[src/rtl/kgp_pkg.sv]
// Shared KGP-RISC definitions: data-memory FSM state encoding, word geometry and the
// MemToReg select codes used by the write-back mux.
package kgp_pkg;

    localparam logic [1:0] S_IDLE = 2'd0;
    localparam logic [1:0] S_REQ  = 2'd1;
    localparam logic [1:0] S_DONE = 2'd2;

    localparam int WORD_BYTES = 4;

    localparam logic [1:0] MEM_TO_REG_ALU = 2'b00;
    localparam logic [1:0] MEM_TO_REG_PC4 = 2'b01;
    localparam logic [1:0] MEM_TO_REG_MEM = 2'b10;

    typedef enum logic [1:0] {
        ST_IDLE = S_IDLE,
        ST_REQ  = S_REQ,
        ST_DONE = S_DONE
    } dmau_state_t;

    function automatic logic is_word_aligned(input logic [1:0] byte_offset);
        return byte_offset == 2'b00;
    endfunction

endpackage

[src/rtl/dmau_wait_timer.sv]
// Saturating wait-cycle counter for the data-memory handshake; expired flags the last
// REQ cycle allowed before the transaction is abandoned.
module dmau_wait_timer #(
    parameter int TIMEOUT = 15
) (
    input  logic clk,
    input  logic rst_n,
    input  logic clear,
    input  logic enable,
    output logic expired
);

    localparam int CW = $clog2(TIMEOUT + 1);
    localparam logic [CW-1:0] LIMIT = CW'(TIMEOUT);
    localparam logic [CW-1:0] LAST  = CW'(TIMEOUT - 1);

    logic [CW-1:0] count_reg;

    always_ff @(posedge clk or negedge rst_n) begin
        if (!rst_n) begin
            count_reg <= '0;
        end else if (clear) begin
            count_reg <= '0;
        end else if (enable && count_reg != LIMIT) begin
            count_reg <= count_reg + CW'(1);
        end
    end

    // The count reaches TIMEOUT at the end of this cycle, so this is the final REQ cycle.
    assign expired = enable && (count_reg >= LAST);

endmodule

[src/rtl/data_mem_access_unit.sv]
// KGP-RISC load/store front end: captures an aligned EX-stage access, runs the req/ack
// handshake with data memory, stalls the core meanwhile and returns the registered load word.
module data_mem_access_unit
    import kgp_pkg::*;
#(
    parameter int DATA_W     = 32,
    parameter int MEM_ADDR_W = 10,
    parameter int TIMEOUT    = 15
) (
    input  logic                  clk,
    input  logic                  rst_n,
    input  logic                  mem_read,
    input  logic                  mem_write,
    input  logic [31:0]           addr,
    input  logic [DATA_W-1:0]     store_data,
    output logic                  stall,
    output logic [DATA_W-1:0]     load_data,
    output logic                  load_valid,
    output logic                  misaligned,
    output logic                  bus_err,
    output logic                  dm_req,
    output logic                  dm_we,
    output logic [MEM_ADDR_W-1:0] dm_addr,
    output logic [DATA_W-1:0]     dm_wdata,
    input  logic                  dm_ack,
    input  logic [DATA_W-1:0]     dm_rdata
);

    dmau_state_t state_reg, state_next;

    logic [MEM_ADDR_W-1:0] addr_reg;
    logic [DATA_W-1:0]     wdata_reg;
    logic [DATA_W-1:0]     load_data_reg;
    logic                  we_reg;
    logic                  read_ok_reg;
    logic                  timeout_reg;

    logic one_req, both_req, aligned, accept, conflict_err;
    logic req_active, timer_expired;
    logic unused_addr_bits;

    assign one_req    = mem_read ^ mem_write;
    assign both_req   = mem_read & mem_write;
    assign aligned    = is_word_aligned(addr[1:0]);
    assign req_active = (state_reg == ST_REQ);

    assign unused_addr_bits = ^addr[31:MEM_ADDR_W+2];

    dmau_wait_timer #(
        .TIMEOUT (TIMEOUT)
    ) u_wait_timer (
        .clk     (clk),
        .rst_n   (rst_n),
        .clear   (accept),
        .enable  (req_active),
        .expired (timer_expired)
    );

    // IDLE and DONE share the request-decode path, which gives back-to-back accesses.
    always_comb begin
        state_next   = state_reg;
        stall        = 1'b0;
        misaligned   = 1'b0;
        accept       = 1'b0;
        conflict_err = 1'b0;
        case (state_reg)
            ST_REQ: begin
                stall = 1'b1;
                if (dm_ack || timer_expired) begin
                    state_next = ST_DONE;
                end
            end
            default: begin
                state_next = ST_IDLE;
                if (one_req && aligned) begin
                    accept     = 1'b1;
                    stall      = 1'b1;
                    state_next = ST_REQ;
                end else if (one_req) begin
                    misaligned = 1'b1;
                end else if (both_req) begin
                    conflict_err = 1'b1;
                end
            end
        endcase
    end

    always_ff @(posedge clk or negedge rst_n) begin
        if (!rst_n) begin
            state_reg     <= ST_IDLE;
            addr_reg      <= '0;
            wdata_reg     <= '0;
            we_reg        <= 1'b0;
            load_data_reg <= '0;
            read_ok_reg   <= 1'b0;
            timeout_reg   <= 1'b0;
        end else begin
            state_reg <= state_next;
            if (accept) begin
                addr_reg  <= addr[MEM_ADDR_W+1:2];
                wdata_reg <= store_data;
                we_reg    <= mem_write;
            end
            if (req_active) begin
                if (dm_ack) begin
                    if (!we_reg) begin
                        load_data_reg <= dm_rdata;
                    end
                    read_ok_reg <= !we_reg;
                    timeout_reg <= 1'b0;
                end else if (timer_expired) begin
                    // An abandoned load leaves a defined zero rather than stale data.
                    if (!we_reg) begin
                        load_data_reg <= '0;
                    end
                    read_ok_reg <= 1'b0;
                    timeout_reg <= 1'b1;
                end
            end
        end
    end

    assign dm_req     = req_active;
    assign dm_we      = we_reg;
    assign dm_addr    = addr_reg;
    assign dm_wdata   = wdata_reg;
    assign load_data  = load_data_reg;
    assign load_valid = (state_reg == ST_DONE) && read_ok_reg;
    assign bus_err    = conflict_err || ((state_reg == ST_DONE) && timeout_reg);

endmodule

[config.mk]
export PLATFORM = sky130hd
export DESIGN_NAME = data_mem_access_unit
export DESIGN_NICKNAME = d
export VERILOG_FILES = /design/src/rtl/kgp_pkg.sv /design/src/rtl/dmau_wait_timer.sv /design/src/rtl/data_mem_access_unit.sv
export SDC_FILE = /design/constraint.sdc
export NUM_CORES = 1
export LEC_CHECK = 0
export BUFFER_PORTS_ARGS = -buffer_cell sky130_fd_sc_hd__buf_2
export CELL_PAD_IN_SITES_DETAIL_PLACEMENT = 1
export CELL_PAD_IN_SITES_GLOBAL_PLACEMENT = 1
export CORE_ASPECT_RATIO = 0.8
export CORE_UTILIZATION = 34
export DETAILED_ROUTE_END_ITERATION = 10
export PLACE_DENSITY_LB_ADDON = 0.1
export SLEW_MARGIN = 30
export SYNTH_ARGS = -nofsm -noshare
export SYNTH_HDL_FRONTEND = slang
export SYNTH_SLANG_ARGS = --single-unit
[constraint.sdc]
create_clock -name clk -period 2.05 [get_ports clk]
set_input_delay 0.205 -clock clk [delete_from_list [all_inputs] [get_ports clk]]
set_output_delay 0.205 -clock clk [all_outputs]
set_load 0.1 [all_outputs]
==> flow_summary_export.csv <==
group,metric,value,unit
status,status,"complete, but fails checks",
status,violations,"design-rule violations",
detailed_routing,vias,2379,
clocking,root_buffer,"clkbuf_16",
timing,setup_violations,0,
logic_synthesis,synthCells,208,
worst_setup_path,setup.worst_path.start_class,"flop",
worst_setup_path,criticalPathCategory,"flop to output pin",
timing,drv_slew,0,
floorplanning,rows,31,
logic_synthesis,yosys.area.top_type,"dfrtp_1",
placement,gp_congestion,0.668,
logic_synthesis,synth_area_leaders,"dfrtp_1, mux2_2, a22o_1",
logic_synthesis,synth_seq_cells,83,
detailed_routing,wire_per_inst,16.1,um
logic_synthesis,yosys_most_used_dff,"dfrtp_1",
clocking,cts_resized,0,
detailed_routing,vias_per_cell,4.81,
detailed_routing,drtIter0Drc,101,
logic_synthesis,synth_common_cells,"dfrtp_1, mux2_2, a22o_1",
logic_synthesis,synth_seq_area_share,0.641,
layout,nNetsFinal,479,
detailed_routing,drc,24,
logic_synthesis,synth_warnings,0,
layout,regArea,2080,um^2
floorplanning,pin_count,181,
logic_synthesis,synth_fp_nets,312,
detailed_routing,drtAntennaViolNets,0,
placement,place_inst,478,
global_routing,grt_usage,0.167,
logic_synthesis,syn_avg_cell_area,15.6,um^2
floorplanning,die_area,9930,um^2
layout,diodes,0,
floorplanning,die_w,111,um
placement,io_buffers,160,
logic_synthesis,synth_area,3240,um^2
detailed_routing,drt_pass1_iterations,7,
layout,area_growth,38.6,%
worst_setup_path,crit_slowest_cell,"buf_2",
worst_setup_path,end_kind,"output pin",
timing,timing.final.crit_share,0.947,
logic_synthesis,synth_cell_type_count,35,
timing,worstMarginPinSlew,516,ps
clocking,htreeDepth,3,
clocking,numCtsBuffers,9,
worst_setup_path,crit_fanout,8,
floorplanning,initial_core_util,0.354,
worst_setup_path,worst_ep_arrival_time,1740,ps
logic_synthesis,synthMostInstantiatedCell,"dfrtp_1",
floorplanning,fp.coreArea,9150,um^2
logic_synthesis,synth_edf_count,0,
placement,hpwl,5800,um
timing,timing.max_slew.rel_slack,0.659,
global_routing,antenna_found_initial,0,
clocking,clockBufferDepth,2,
timing,skew,7.92,ps
global_routing,grt_pass1_wl,12600,um
logic_synthesis,yosys.area.top_type_share,0.641,
layout,final_layout_size_suffix_gt1_frac,0.618,
floorplanning,die_y,89.3,um
timing,fin_crit,1940,ps
worst_setup_path,crit_required,1850,ps
global_routing,grt_pass1_vias,2428,
clocking,clk_pin_slew_worst_paths,60,ps
timing,fmax,515,MHz
clocking,cts_num_sinks,83,
layout,stdcell_area,4490,um^2
worst_setup_path,path_cells,"nand2b_4 -> clkinv_2 -> nor3b_4 -> buf_2",
clocking,cts_tree,"done",
layout,fin_cells,495,
global_routing,gr-total-overflow,0,
logic_synthesis,async_reset_ff_frac,1.00,
job,drv_cap,0,
placement,dpl_cell_area,4170,um^2
layout,fin_util,0.491,
min_path,hp-class,"primary input to flop",
layout,fillCellCount,1002,
worst_setup_path,max_stage_delay,440,ps
clocking,clk-insertion-delay-late,330,ps
clocking,cts_setup_buffers,0,
global_routing,grt_max_degree,40,
detailed_routing,finalWirelength,7980,um
layout,multi_input_area,1060,um^2
timing,hold_viol,0,
timing,rsz0062_at_grt,"no",
path summary, 6_finish.rpt:
check / start / endpoint / slack [ps] / cells past startpoint
max: state_reg[1] / misaligned / 110 / 4
min: addr[9] / dm_addr[7] / 90 / 2
max reg2reg: u_wait_timer.count_reg[0] / load_data[12] / 370 / 5
min reg2reg: dm_addr[8] / dm_addr[8] / 490 / 1
max in group asynchronous: rst_n / dm_addr[7] / 1090 / 3
min in group asynchronous: rst_n / load_data[0] / 380 / 2
per-layer routing:
metal  share of wire  global-route usage  up-vias
met5               0                   0        -
met4          0.0088              0.0553        0
met3           0.086              0.0644       10
met2            0.49               0.272       93
met1            0.42               0.207     1177
li1                -                   -     1099
layout make-up:
cell class | count | area share
Sequential cell | 83 | 0.462
Multi-Input combinational cell | 110 | 0.236
Timing Repair Buffer | 166 | 0.196
Clock buffer | 11 | 0.0518
Tap cell | 115 | 0.0320
Clock inverter | 5 | 0.0173
Inverter | 5 | 0.00446
placed cells by master (no fill, tap or decap), types with 2 or more instances in the layout:
cell	count
nor2_1	2
clkbuf_16	9
buf_4	5
nand2_1	5
a22o_2	2
bufinv_16	2
buf_12	2
inv_1	4
clkbuf_1	2
and3_1	2
clkinv_2	3
mux2_2	41
ha_1	3
a22o_1	30
mux2i_1	2
buf_2	158
dfrtp_1	83
mux2_1	2
timing repair:
item | in CTS | in global routing
hold endpoints to repair | 37 | 0
endpoints found under the setup margin | 0 | 0
hold buffers | 1 | 0
worst max-delay path, delay by kind of cell (launching register included):
kind	cells	cell delay, ps
DFF	1	410
and+or+nand+nor	2	400
buffers and inverters	2	590
metrics by stage:
step,hold slack [ps],TNS [ps],worst slack [ps]
2_1_floorplan,-90.6,-62.3,-62.3
5_1_grt,85.3,0,7.35
6_report,93.1,0,109
3_3_place_gp,211,0,375
3_5_place_dp,209,0,363
4_1_cts,81.0,0,88.0
cells by family (layout without fill, tap and decap cells):
logic type,Yosys count,in the layout,synth area share
flops,83,83,0.641
buf+inv,15,187,0.0347
mux,45,45,0.156
fa+ha+maj,3,3,0.0116
compound gates,42,42,0.116
simple gates,20,20,0.0413
Power is left out: the tool's default activity adds up to more than one toggle a clock period on the data nets, which glitch-free logic cannot reach.
